<file path="src/rtl/key_cond_pkg.sv">
// -----------------------------------------------------------------------------
// key_cond_pkg
//   Shared types and width helpers for the push-key conditioner.
//   - key_state_e : per-channel debounce / long-press state
//   - deb_cnt_w   : width of the debounce counter
//   - hold_cnt_w  : width of the shared hold / repeat counter width
//   - state_is_down : decode of the debounced level from a channel state
// -----------------------------------------------------------------------------
package key_cond_pkg;

    typedef enum logic [2:0] {
        S_UP     = 3'd0,
        S_DN_CHK = 3'd1,
        S_DOWN   = 3'd2,
        S_HELD   = 3'd3,
        S_UP_CHK = 3'd4
    } key_state_e;

    // Raw key level that means "released" (keys are active-low).
    localparam logic KEY_RELEASED = 1'b1;

    // The debounce counter only has to reach DEBOUNCE_CYCLES-1.
    function automatic int deb_cnt_w(input int debounce_cycles);
        if (debounce_cycles < 2) begin
            return 1;
        end
        return $clog2(debounce_cycles);
    endfunction

    // Hold and repeat counters share one width so they can never overflow
    // whichever of the two periods is longer.
    function automatic int hold_cnt_w(input int hold_cycles, input int repeat_cycles);
        int m;
        m = (hold_cycles > repeat_cycles) ? hold_cycles : repeat_cycles;
        if (m < 2) begin
            m = 2;
        end
        return $clog2(m);
    endfunction

    // Debounced level is high while the key is considered pressed, which
    // includes the window where a release is still being confirmed.
    function automatic logic state_is_down(input key_state_e st);
        return (st == S_DOWN) || (st == S_HELD) || (st == S_UP_CHK);
    endfunction

endpackage

</file>
<file path="src/rtl/key_debounce_ch.sv">
// -----------------------------------------------------------------------------
// key_debounce_ch
//   One push-key channel: 2-flop synchroniser, debounce FSM, long-press and
//   auto-repeat detection. All outputs are registered.
// Ports
//   i_clk      in  system clock
//   i_rst_n    in  asynchronous active-low reset
//   i_key_n    in  raw key, 0 = pressed, asynchronous to i_clk
//   o_level    out debounced level, 1 = pressed
//   o_press    out 1-cycle pulse on debounced press
//   o_release  out 1-cycle pulse on debounced release
//   o_hold     out 1-cycle pulse at long-press and every repeat interval
// -----------------------------------------------------------------------------
module key_debounce_ch
    import key_cond_pkg::*;
#(
    parameter int DEBOUNCE_CYCLES = 500_000,
    parameter int HOLD_CYCLES     = 50_000_000,
    parameter int REPEAT_CYCLES   = 12_500_000
) (
    input  logic i_clk,
    input  logic i_rst_n,
    input  logic i_key_n,
    output logic o_level,
    output logic o_press,
    output logic o_release,
    output logic o_hold
);

    localparam int DEB_W  = deb_cnt_w(DEBOUNCE_CYCLES);
    localparam int HOLD_W = hold_cnt_w(HOLD_CYCLES, REPEAT_CYCLES);

    localparam logic [DEB_W-1:0]  DEB_LAST  = DEB_W'(DEBOUNCE_CYCLES - 1);
    localparam logic [HOLD_W-1:0] HOLD_LAST = HOLD_W'(HOLD_CYCLES - 1);
    localparam logic [HOLD_W-1:0] REP_LAST  =
        HOLD_W'((REPEAT_CYCLES == 0) ? 0 : (REPEAT_CYCLES - 1));

    // Synchroniser
    logic r_sync1;
    logic r_sync2;
    logic w_sync_n;

    // FSM state and counters
    key_state_e        r_state;
    key_state_e        w_state_next;
    logic [DEB_W-1:0]  r_deb_cnt;
    logic [DEB_W-1:0]  w_deb_cnt_next;
    logic [HOLD_W-1:0] r_hold_cnt;
    logic [HOLD_W-1:0] w_hold_cnt_next;
    logic [HOLD_W-1:0] r_rep_cnt;
    logic [HOLD_W-1:0] w_rep_cnt_next;
    logic              r_was_held;
    logic              w_was_held_next;

    // Registered outputs
    logic r_level;
    logic r_press;
    logic r_release;
    logic r_hold;
    logic w_press_next;
    logic w_release_next;
    logic w_hold_next;

    // Synchroniser flops reset to "released" so a key held through reset is
    // seen as a fresh press once reset lifts.
    always_ff @(posedge i_clk or negedge i_rst_n) begin
        if (!i_rst_n) begin
            r_sync1 <= KEY_RELEASED;
            r_sync2 <= KEY_RELEASED;
        end else begin
            r_sync1 <= i_key_n;
            r_sync2 <= r_sync1;
        end
    end

    assign w_sync_n = r_sync2;

    // State, counters and output registers
    always_ff @(posedge i_clk or negedge i_rst_n) begin
        if (!i_rst_n) begin
            r_state    <= S_UP;
            r_deb_cnt  <= '0;
            r_hold_cnt <= '0;
            r_rep_cnt  <= '0;
            r_was_held <= 1'b0;
            r_level    <= 1'b0;
            r_press    <= 1'b0;
            r_release  <= 1'b0;
            r_hold     <= 1'b0;
        end else begin
            r_state    <= w_state_next;
            r_deb_cnt  <= w_deb_cnt_next;
            r_hold_cnt <= w_hold_cnt_next;
            r_rep_cnt  <= w_rep_cnt_next;
            r_was_held <= w_was_held_next;
            r_level    <= state_is_down(w_state_next);
            r_press    <= w_press_next;
            r_release  <= w_release_next;
            r_hold     <= w_hold_next;
        end
    end

    // Next-state and pulse logic. Each counter is compared against its last
    // value before incrementing, so it never leaves its range.
    always_comb begin
        w_state_next    = r_state;
        w_deb_cnt_next  = r_deb_cnt;
        w_hold_cnt_next = r_hold_cnt;
        w_rep_cnt_next  = r_rep_cnt;
        w_was_held_next = r_was_held;
        w_press_next    = 1'b0;
        w_release_next  = 1'b0;
        w_hold_next     = 1'b0;

        case (r_state)
            S_UP: begin
                if (!w_sync_n) begin
                    w_state_next   = S_DN_CHK;
                    w_deb_cnt_next = '0;
                end
            end

            S_DN_CHK: begin
                if (w_sync_n) begin
                    // Bounce before the press was confirmed: silently drop it.
                    w_state_next = S_UP;
                end else if (r_deb_cnt == DEB_LAST) begin
                    w_state_next    = S_DOWN;
                    w_press_next    = 1'b1;
                    w_hold_cnt_next = '0;
                end else begin
                    w_deb_cnt_next = r_deb_cnt + DEB_W'(1);
                end
            end

            S_DOWN: begin
                if (w_sync_n) begin
                    w_state_next    = S_UP_CHK;
                    w_was_held_next = 1'b0;
                    w_deb_cnt_next  = '0;
                end else if (r_hold_cnt == HOLD_LAST) begin
                    w_state_next   = S_HELD;
                    w_hold_next    = 1'b1;
                    w_rep_cnt_next = '0;
                end else begin
                    w_hold_cnt_next = r_hold_cnt + HOLD_W'(1);
                end
            end

            S_HELD: begin
                if (w_sync_n) begin
                    w_state_next    = S_UP_CHK;
                    w_was_held_next = 1'b1;
                    w_deb_cnt_next  = '0;
                end else if (REPEAT_CYCLES != 0) begin
                    if (r_rep_cnt == REP_LAST) begin
                        w_hold_next    = 1'b1;
                        w_rep_cnt_next = '0;
                    end else begin
                        w_rep_cnt_next = r_rep_cnt + HOLD_W'(1);
                    end
                end
            end

            S_UP_CHK: begin
                // Hold/repeat counters stay frozen here so a release bounce
                // only delays, and never restarts, long-press timing.
                if (!w_sync_n) begin
                    w_state_next = r_was_held ? S_HELD : S_DOWN;
                end else if (r_deb_cnt == DEB_LAST) begin
                    w_state_next   = S_UP;
                    w_release_next = 1'b1;
                end else begin
                    w_deb_cnt_next = r_deb_cnt + DEB_W'(1);
                end
            end

            default: begin
                w_state_next = S_UP;
            end
        endcase
    end

    assign o_level   = r_level;
    assign o_press   = r_press;
    assign o_release = r_release;
    assign o_hold    = r_hold;

endmodule

</file>
<file path="src/rtl/key_conditioner.sv">
// -----------------------------------------------------------------------------
// key_conditioner
//   Input stage for the DE2-115 push keys: converts raw, bouncing, active-low
//   keys into clean single-cycle events. One independent channel per key.
// Ports
//   i_clk      in  system clock (50 MHz)
//   i_rst_n    in  asynchronous active-low reset
//   i_key_n    in  [NUM_KEYS] raw keys, 0 = pressed
//   o_level    out [NUM_KEYS] debounced level, 1 = pressed
//   o_press    out [NUM_KEYS] 1-cycle pulse on debounced press
//   o_release  out [NUM_KEYS] 1-cycle pulse on debounced release
//   o_hold     out [NUM_KEYS] 1-cycle pulse at long-press and each repeat
// -----------------------------------------------------------------------------
module key_conditioner
    import key_cond_pkg::*;
#(
    parameter int NUM_KEYS        = 4,
    parameter int DEBOUNCE_CYCLES = 500_000,
    parameter int HOLD_CYCLES     = 50_000_000,
    parameter int REPEAT_CYCLES   = 12_500_000
) (
    input  logic                i_clk,
    input  logic                i_rst_n,
    input  logic [NUM_KEYS-1:0] i_key_n,
    output logic [NUM_KEYS-1:0] o_level,
    output logic [NUM_KEYS-1:0] o_press,
    output logic [NUM_KEYS-1:0] o_release,
    output logic [NUM_KEYS-1:0] o_hold
);

    for (genvar gi = 0; gi < NUM_KEYS; gi++) begin : g_ch
        key_debounce_ch #(
            .DEBOUNCE_CYCLES (DEBOUNCE_CYCLES),
            .HOLD_CYCLES     (HOLD_CYCLES),
            .REPEAT_CYCLES   (REPEAT_CYCLES)
        ) u_ch (
            .i_clk     (i_clk),
            .i_rst_n   (i_rst_n),
            .i_key_n   (i_key_n[gi]),
            .o_level   (o_level[gi]),
            .o_press   (o_press[gi]),
            .o_release (o_release[gi]),
            .o_hold    (o_hold[gi])
        );
    end

endmodule

</file>
<file path="config.mk">
export PLATFORM = sky130hd
export DESIGN_NAME = key_conditioner
export DESIGN_NICKNAME = d
export VERILOG_FILES = /design/src/rtl/key_cond_pkg.sv /design/src/rtl/key_debounce_ch.sv /design/src/rtl/key_conditioner.sv
export SDC_FILE = /design/constraint.sdc
export NUM_CORES = 1
export LEC_CHECK = 0
export CORE_AREA = 2 2 181 254
export DETAILED_ROUTE_END_ITERATION = 7
export DIE_AREA = 0 0 183 256
export GPL_ROUTABILITY_DRIVEN = 0
export HOLD_SLACK_MARGIN = 0.1
export MAX_ROUTING_LAYER = met4
export PLACE_DENSITY = 0.53
export REMOVE_ABC_BUFFERS = 1
export SLEW_MARGIN = 5
export SYNTH_ARGS = -nofsm -noshare
export SYNTH_HDL_FRONTEND = slang
export SYNTH_SLANG_ARGS = --single-unit
</file>
<file path="constraint.sdc">
create_clock -name i_clk -period 7.4 [get_ports i_clk]
set_clock_uncertainty 0.15 [all_clocks]
set_input_delay 1.48 -clock i_clk [delete_from_list [all_inputs] [get_ports i_clk]]
set_output_delay 1.48 -clock i_clk [all_outputs]
set_load 0.1 [all_outputs]
</file>
# [After elaboration in Yosys (flattened, before gate mapping)]
# Cells that the tools add are included.
[op_classes] addsub=12 eq_ne=84 n_mux=156 reduce_logical=44
[op_table] operator="26-bit 2-to-1 mux" count=32
[op_table] operator="26-bit one-hot mux with 2 select lines" count=8
[op_table] operator="19-bit 2-to-1 mux" count=20
[op_table] operator="19-bit one-hot mux with 4 select lines" count=4
[op_table] operator="26-bit by 1-bit adder with 26-bit output, second input constant" count=8
[op_table] operator="26-bit by 24-bit equality test with 1-bit output, second input constant" count=4
[op_table] operator="26-bit equality test, second input constant" count=4
[op_table] operator="3-bit 2-to-1 mux" count=32
[op_table] operator="19-bit by 1-bit adder with 19-bit output, second input constant" count=4
[op_table] operator="19-bit equality test, second input constant" count=4
[op_table] operator="3-bit one-hot mux with 5 select lines" count=4
[op_table] operator="3-bit by 2-bit equality test with 1-bit output, second input constant" count=16
[op_table] operator="1-bit 2-to-1 mux" count=48
[op_table] operator="2-bit by 1-bit inequality test with 1-bit output, second input constant" count=24
[op_table] operator="2-bit inequality test, second input constant" count=20
[op_table] operator="5-bit AND reduction" count=8
[op_table] operator="3-bit equality test, second input constant" count=8
[op_table] operator="1-bit one-hot mux with 2 select lines" count=8
[op_table] operator="4-bit AND reduction" count=4
[op_table] operator="2-bit nonzero test" count=8
[op_table] operator="4-bit nonzero test" count=4
[op_table] operator="3-bit by 1-bit equality test with 1-bit output, second input constant" count=4
[op_table] operator="3-bit zero test" count=4
[op_table] operator="3-bit AND reduction" count=4
[op_table] operator="other kinds (2)" count=12
[totals] reg_bits=324 input_bits=6 output_inout_bits=16 word_cells=340

# [Longest topological paths before layout]
[logic_depth] ltp_word=7 ltp_mapped=9 mapped_depth_nobuf=8

# [By module]
# A second synthesis with hierarchy kept.
[hier_totals] hier_cells=1945 area_unflattened_um2=17943.5
[modules_own_cells] module="key_debounce_ch (g_ch[1].u_ch ...)" n_inst=2 cells_per_inst=488 area_per_inst_um2=4481.8 seq_area_each_um2=2029.4
[modules_own_cells] module="key_debounce_ch (g_ch[0].u_ch)" n_inst=1 cells_per_inst=479 area_per_inst_um2=4504.3 seq_area_each_um2=2029.4
[modules_own_cells] module="key_debounce_ch (g_ch[3].u_ch)" n_inst=1 cells_per_inst=490 area_per_inst_um2=4475.5 seq_area_each_um2=2029.4

# [Worst setup path before layout]
# OpenSTA, ideal clock, no wires.
[synth_timing] path_type="register to register" startpoint="reg g_ch[1].u_ch.r_deb_cnt[7]" endpoint="reg g_ch[1].u_ch.r_level" setup_ns=0.127 t_arrival_ns=2.367 t_required_ns=7.123 path_slack_ns=4.756 stages_incl_launch_ff=7 path_buffers=0 synth_period_minus_slack_ns=2.644 cell_sequence="dfrtp_1 -> or4b_1 -> or4b_1 -> or4_1 -> a31oi_1 -> nor2b_1 -> or2_2"
[synth_via] elab_chain_len=7 word_cells_on_any_way=11 cone_classes="eq/ne (4); mux (5); reduce/logical (2)"
[synth_lines] item="start, declared" line_no="key_debounce_ch.sv:46" text="logic [DEB_W-1:0] r_deb_cnt;"
[synth_lines] item="start signal, assigned" line_no="key_debounce_ch.sv:92" text="r_deb_cnt <= w_deb_cnt_next;"
[synth_lines] item="19-bit equality test (*)" line_no="key_debounce_ch.sv:127, key_debounce_ch.sv:170"
[synth_lines] item="3-bit 2-to-1 mux (on tied branches)" line_no="key_debounce_ch.sv:170, key_debounce_ch.sv:127"
[synth_lines] item="3-bit 2-to-1 mux (on tied branches)" line_no="key_debounce_ch.sv:168, key_debounce_ch.sv:124"
[synth_lines] item="3-bit one-hot mux with 5 select lines (*)" line_no="key_debounce_ch.sv:115" text="case (r_state)"
[synth_lines] item="net g_ch[1].u_ch.w_state_next[2]" line_no="key_debounce_ch.sv:45" text="key_state_e w_state_next;"
[synth_lines] item="3-bit by 2-bit equality test with 1-bit output" line_no="key_cond_pkg.sv:44" text="return (st == S_DOWN) || (st == S_HELD) || (st == S_UP_CHK);"
[synth_lines] item="1-bit logical OR" line_no="key_cond_pkg.sv:44"
[synth_lines] item="1-bit logical OR (*)" line_no="key_cond_pkg.sv:44"
[synth_lines] item="end signal, assigned" line_no="key_debounce_ch.sv:96" text="r_level <= state_is_down(w_state_next);"
[synth_lines] item="end, declared" line_no="key_debounce_ch.sv:56" text="logic r_level;"
# The timed path passes the listed nets; every way through them passes the cells marked *.
# A chain may end at the register's enable or synchronous reset.

# [Worst setup path after layout]
[layout_timing] startpoint="reg g_ch[2].u_ch.r_press" endpoint="out o_press[2]"
[layout_rtl] item="start, declared" line_no="key_debounce_ch.sv:57" text="logic r_press;"
[layout_rtl] item="start signal, assigned" line_no="key_debounce_ch.sv:97" text="r_press <= w_press_next;"
[layout_rtl] item="end, declared" line_no="key_conditioner.sv:26" text="output logic [NUM_KEYS-1:0] o_press,"
# No word-level cell between the ends.

==> impl_metrics.json <==
{
  "syn_avg_cell_area_sq_um": 9.11,
  "timing_hold_violations_final": 0,
  "ys_ff_latch": 324,
  "post-route-period-util_pct": 48.8,
  "cts.sinks": 324,
  "routedWlPerCell_um": 15.9,
  "yosysWarnings": 0,
  "core.rowCount": 92,
  "drc": 0,
  "vias": 14000,
  "port_buffers": 21,
  "endpoint_kind": "output pin",
  "post-cts-setup-buffers": 0,
  "path_buf_inv": 1,
  "finalSetupViolations": 0,
  "critPathTopFamily": "buffers and inverters",
  "ir_drop_mv": 0.177,
  "fmax_mhz": 277,
  "nets": 1939,
  "ys_seq_area_share_pct": 46.0,
  "tns_ns": 0,
  "synthFlopType": "dfrtp_1",
  "cpMaxStageDelayCell": "clkdlybuf4s50_1",
  "hold_end": "g_ch[1].u_ch.r_sync2",
  "power_mw": 3.73,
  "critPathKind": "flip-flop to output pin",
  "synth-edff-count": 0,
  "die_y_um": 256,
  "reg2reg_from": "g_ch[1].u_ch.r_deb_cnt[5]",
  "root_buffer": "clkbuf_16",
  "grt-ovfl-total": 0,
  "synth.distinct_cells": 78,
  "rsz0062_at_grt": "false",
  "grt_pass1_vias": 14000,
  "postSynthCellCount": 1936,
  "clk_latency_ns": 0.52,
  "fp.dieArea_sq_mm": 0.0468,
  "outcome": "finished, final reports clean",
  "ioPinCount": 22,
  "grt_max_degree": 128,
  "dpl_worst_slack_ns": 4.19,
  "grtUsageTotal_pct": 17.9,
  "synthArstFlopShare_pct": 100,
  "min_period_ns": 3.61,
  "hpwl_um": 26700,
  "worstMarginPinSlew_ns": 1.20,
  "slew_headroom_pct": 20.0,
  "drive_gt1_share_pct": 6.07,
  "reg2reg_slack_ns": 4.23,
  "antenna_found_initial": 0,
  "hold_class": "flip-flop to flip-flop",
  "hold_depth": 0,
  "wirelength_um": 39800,
  "post_synth_instance_area_sq_mm": 0.0176,
  "clockBufferDepth": 3,
  "slew_viol_final": 0,
  "ant_nets": 0,
  "path_clk_slew_ns": 0.06,
  "cts_resized": 0,
  "first_pass_iters": 4,
  "cp_slowest_stage_delay_ns": 1.13,
  "diodes": 0,
  "path_max_fanout": 1,
  "path_cells": "clkdlybuf4s50_1",
  "first_iter_violations": 661,
  "start_util_pct": 39.5,
  "cap_violations": 0,
  "cts_tree": "yes",
  "cp.arrival_ns": 1.98,
  "power.static_leakage_nw": 7.76,
  "reg2reg_depth": 6,
  "design.core.area_sq_mm": 0.0447,
  "crit_path_start_kind": "flip-flop",
  "fp.dieW_um": 183,
  "holdWs_ns": 0.205,
  "syn2layout_area_growth_pct": 10.2,
  "worst_ep_required_time_ns": 5.77,
  "postCtsHoldBufs": 0,
  "via_per_inst": 5.58,
  "htree_levels": 2,
  "worstReg2RegEnd": "g_ch[1].u_ch.r_hold_cnt[0]",
  "min_from": "g_ch[1].u_ch.r_sync1",
  "cts_made_buffers": 37,
  "grt_pass1_wl_um": 69100,
  "power_density_mw_per_mm2": 192,
  "cp_num_cells": 1,
  "finalWorstSetupSlack_ns": 3.79
}
metal layers:
layer,GRT usage (%),part of all wire (%),vias to the layer above
li1,-,-,6911
met1,21.6,44,6877
met2,31.1,51,143
met3,2.29,2.4,61
met4,5.36,2.2,0
met5,-,0,-
state kept, by name (all words and copies together) (netlist names):
signal,count
g_ch.u_ch.o_hold,4
g_ch.u_ch.o_level,4
g_ch.u_ch.o_press,4
g_ch.u_ch.o_release,4
g_ch.u_ch.r_deb_cnt,76
g_ch.u_ch.r_hold_cnt,104
g_ch.u_ch.r_rep_cnt,104
g_ch.u_ch.r_state,12
g_ch.u_ch.r_sync1,4
g_ch.u_ch.r_sync2,4
g_ch.u_ch.r_was_held,4
through the flow:
stage,util [%],instance area (sq um),cells
2_1_floorplan,-,17200,1844
3_3_place_gp,40.9,18300,2446
3_5_place_dp,40.9,18300,2446
4_1_cts,43.5,19400,2509
5_1_grt,43.5,19400,2509
6_report,43.5,19400,2509
worst max path at each step:
stage	start	endpoint	slack, ns
3_3_place_gp	i_rst_n	g_ch[3].u_ch.r_deb_cnt[10]	4.21
4_1_cts	g_ch[2].u_ch.o_press	o_press[2]	3.74
2_1_floorplan	g_ch[3].u_ch.r_deb_cnt[7]	g_ch[3].u_ch.r_hold_cnt[20]	4.31
5_1_grt	g_ch[2].u_ch.o_press	o_press[2]	3.73
6_report	g_ch[2].u_ch.o_press	o_press[2]	3.79
3_5_place_dp	i_rst_n	g_ch[1].u_ch.r_deb_cnt[11]	4.19
where the power goes:
group,leakage (nW),internal [mW],total [mW],switching [mW]
sequential,4.48,1.79,1.81,0.0236
clock,0.577,1.09,1.83,0.733
combinational,2.70,0.0241,0.0903,0.0662
total,7.76,2.91,3.73,0.823
cell usage in the layout (no fill, tap or decap), types with 7 or more instances in the layout:
cell type        Yosys  final
ha_1                12     12
buf_4               16     16
a211oi_1            24     24
xnor2_1            151    151
o21ai_0             80     79
and4_1              35     35
o31ai_1             16     16
dfrtp_1            316    316
nand3b_1            11     11
nor2_1             272    272
clkdlybuf4s50_1      0     20
nor3b_1             17     17
nand2b_1            10     10
and3_1              41     41
nand2_1            155    155
or3_1               40     40
nand3_1            102    102
a21oi_1             92     91
nor2b_1             11     11
nor4bb_1             8      8
nor3_1              80     79
or2_2               12     12
nand4_1             68     68
inv_1               34     34
and2_1              11     11
a31oi_1             12     12
nor4_1              46     46
nor4b_1             21     21
xor2_1              54     54
a2111oi_0           10     10
clkbuf_1            55     11
o211ai_1            12     12
o2111ai_1            8      8
dfstp_2              8      8
or4_1                8      8
clkbuf_16            0     37
clkbuf_8             0      7
area by class of cell:
type	count	area [sq um]
repair buffers	38	355
multi-input cells	1484	8950
well taps	564	706
flip-flops and latches	324	8120
clock inverters	8	118
inverters	36	135
fillers	4383	25200
clock buffers	55	1060
Yosys cell counts (12+ instances only):
| library cell | number | share of area [%] |
|---|---|---|
| nor2_1 | 272 | 5.8 |
| o31ai_1 | 16 | 0.68 |
| a211oi_1 | 24 | 1.0 |
| and3_1 | 41 | 1.5 |
| xor2_1 | 54 | 2.7 |
| nor4_1 | 46 | 1.6 |
| nand2_1 | 155 | 3.3 |
| o211ai_1 | 12 | 0.51 |
| nand4_1 | 68 | 2.4 |
| or3_1 | 40 | 1.4 |
| ha_1 | 12 | 0.85 |
| or2_2 | 12 | 0.43 |
| a31oi_1 | 12 | 0.43 |
| inv_1 | 34 | 0.72 |
| o21ai_0 | 80 | 2.3 |
| buf_4 | 16 | 0.68 |
| nor3_1 | 80 | 2.3 |
| nand3_1 | 102 | 2.9 |
| clkbuf_1 | 55 | 1.2 |
| a21oi_1 | 92 | 2.6 |
| xnor2_1 | 151 | 7.5 |
| nor4b_1 | 21 | 1.0 |
| nor3b_1 | 17 | 0.72 |
| and4_1 | 35 | 1.7 |
| dfrtp_1 | 316 | 45 |
cells by family (layout without fill, tap and decap cells):
group | count (synthesis) | in the layout | synth area share, %
AO/OA/AOI/OAI | 287 | 287 | 10.4
XOR/XNOR | 205 | 205 | 10.2
adder cells (fa/ha/maj) | 12 | 12 | 0.851
buffers and inverters | 128 | 137 | 3.30
flip-flops | 324 | 324 | 46.0
multiplexers | 6 | 6 | 0.362
AND/OR/NAND/NOR | 974 | 974 | 28.9
No activity file was read; power rests on OpenSTA's default activity.
==> RTL edit: new RTL, same flow settings <==
Register the output `o_hold`, without a reset; this adds one clock of latency there. The other outputs are not delayed to match. Comments in the files are not updated.
--- a/src/rtl/key_conditioner.sv
+++ b/src/rtl/key_conditioner.sv
@@ -28,6 +28,8 @@
     output logic [NUM_KEYS-1:0] o_hold
 );
 
+    logic [NUM_KEYS-1:0] o_hold_d;
+
     for (genvar gi = 0; gi < NUM_KEYS; gi++) begin : g_ch
         key_debounce_ch #(
             .DEBOUNCE_CYCLES (DEBOUNCE_CYCLES),
@@ -40,8 +42,12 @@
             .o_level   (o_level[gi]),
             .o_press   (o_press[gi]),
             .o_release (o_release[gi]),
-            .o_hold    (o_hold[gi])
+            .o_hold    (o_hold_d[gi])
         );
+    end
+
+    always_ff @(posedge i_clk) begin
+        o_hold <= o_hold_d;
     end
 
 endmodule
Formal check against the unedited RTL: same outputs for any inputs over 4 cycles, from zero or initial values and one cycle with i_rst_n low; that may be too few to reach the edited logic, so the function may still have changed.
==> RTL edit against the original RTL <==
  * Count of clock-buffer cells in the layout down 3
  * Routed wire length up 0.31%
  * Sequential cell count up 4
  * Final area up 0.65%
  * Final cell count down 0.40%
  * Synthesized area up 0.72%
  * Total power up 1.1%
  * Combinational power up 6.4%
  * Setup slack worse by 0.016 ns
  * Worst hold slack worse by 0.020 ns
  * Critical path type unchanged
  * Critical endpoint is now o_level[3]
  * Largest cell class unchanged
  * Largest power group unchanged
  * Highest routed layer unchanged
==> RTL edit: results (changes against the original RTL) <==
ys async rst share - 0.988 (-0.0122)
hold_ws - 0.185 ns (-0.0204 ns)
instance count of the mapped netlist - 1,928 (-0.41%)
Clk pin slew, worst setup/hold paths - 0.06 ns (about the same)
dpl hpwl - 26,400 µm (-1.1%)
Clk Latency, worst-skew pair - 0.54 ns (+0.02 ns)
status - completed
post-DR vias/cell - 5.62 (+0.79%)
uppermost layer routed - met4
met1 wire length - 18,100 µm (+3.0%)
met1 usage - 0.222 (+0.00634)
Place WS - 4.00 ns (-0.188 ns)
Peak VDD IR - 0.147 mV (-17%)
metal3 WL - 986 µm (+2.9%)
Worst Hold Endpoint - o_hold[2]$_DFF_P_
met2 wire length - 19,900 µm (-2.7%)
r2r startpoint - g_ch[3].u_ch.r_state[2]$_DFF_PN0_
Synth area leaders - dfrtp_1, xnor2_1, nor2_1
Vias - 14,000 (+0.39%)
wire per inst - 16.0 µm (+0.71%)
Tot GR Track Use - 0.179 (+0.000741)
Netlist cell types - 94 (+21%)
Starting DRT DRC Count - 540 (-18%)
maximum clock rate - 276 MHz (-0.45%)
root buffer cell - clkbuf_16
DP Area - 18,400 µm² (+0.56%)
r2r endpoint - g_ch[3].u_ch.r_rep_cnt[15]$_DFFE_PN0P_
hold path depth - 0 (unchanged)
most frequent cells after synthesis - dfrtp_1, nor2_1, nand2_1
Worst R2R Setup Slack - 4.07 ns (-0.16 ns)
Setup crit start - g_ch[3].u_ch.o_level$_DFF_PN0_
first-pass GRT wire length - 69,700 µm (+0.92%)
Leakage - 8.00 nW (+3.1%)
hold path start - g_ch[2].u_ch.o_hold$_DFF_PN0_
Inst Count DP - 2,434 (-0.49%)
largest net degree at the start of global routing - 151 (+18%)
register area share after synthesis - 0.461 (+0.00120)
layout cells sized above 1 - 0.0693 (+0.00858)
Slew @ Worst Pin - 1.17 ns (-0.0271 ns)
crit path DAT - 2.00 ns (+0.02 ns)
drt pass-1 iters - 5 (+1)
==> RTL edit: cell families (layout without fill, tap and decap cells) <==
kind of cell / after synthesis / count (layout) / share of synthesized area
XOR/XNOR: 191 / 191 / 0.0941
multiplexers: 9 / 9 / 0.00528
AO/OA/AOI/OAI: 259 / 259 / 0.0941
flip-flops: 328 / 328 / 0.461
buffers and inverters: 126 / 133 / 0.0322
adder cells (fa/ha/maj): 12 / 12 / 0.00845
AND/OR/NAND/NOR: 1003 / 1003 / 0.304
==> RTL edit: where the power goes <==
group	total, mW	internal, mW	switching, mW
logic	0.0961	0.0240	0.0721
registers	1.83	1.81	0.0205
clock network	1.85	1.08	0.770
==> RTL edit: area by class of cell <==
cell class | instances | area [µm²]
fillers | 4387 | 25100
multi-input cells | 1474 | 9010
flip-flops and latches | 328 | 8200
clock buffers | 52 | 1100
well taps | 564 | 706
repair buffers | 35 | 333
inverters | 33 | 124
clock inverters | 13 | 100
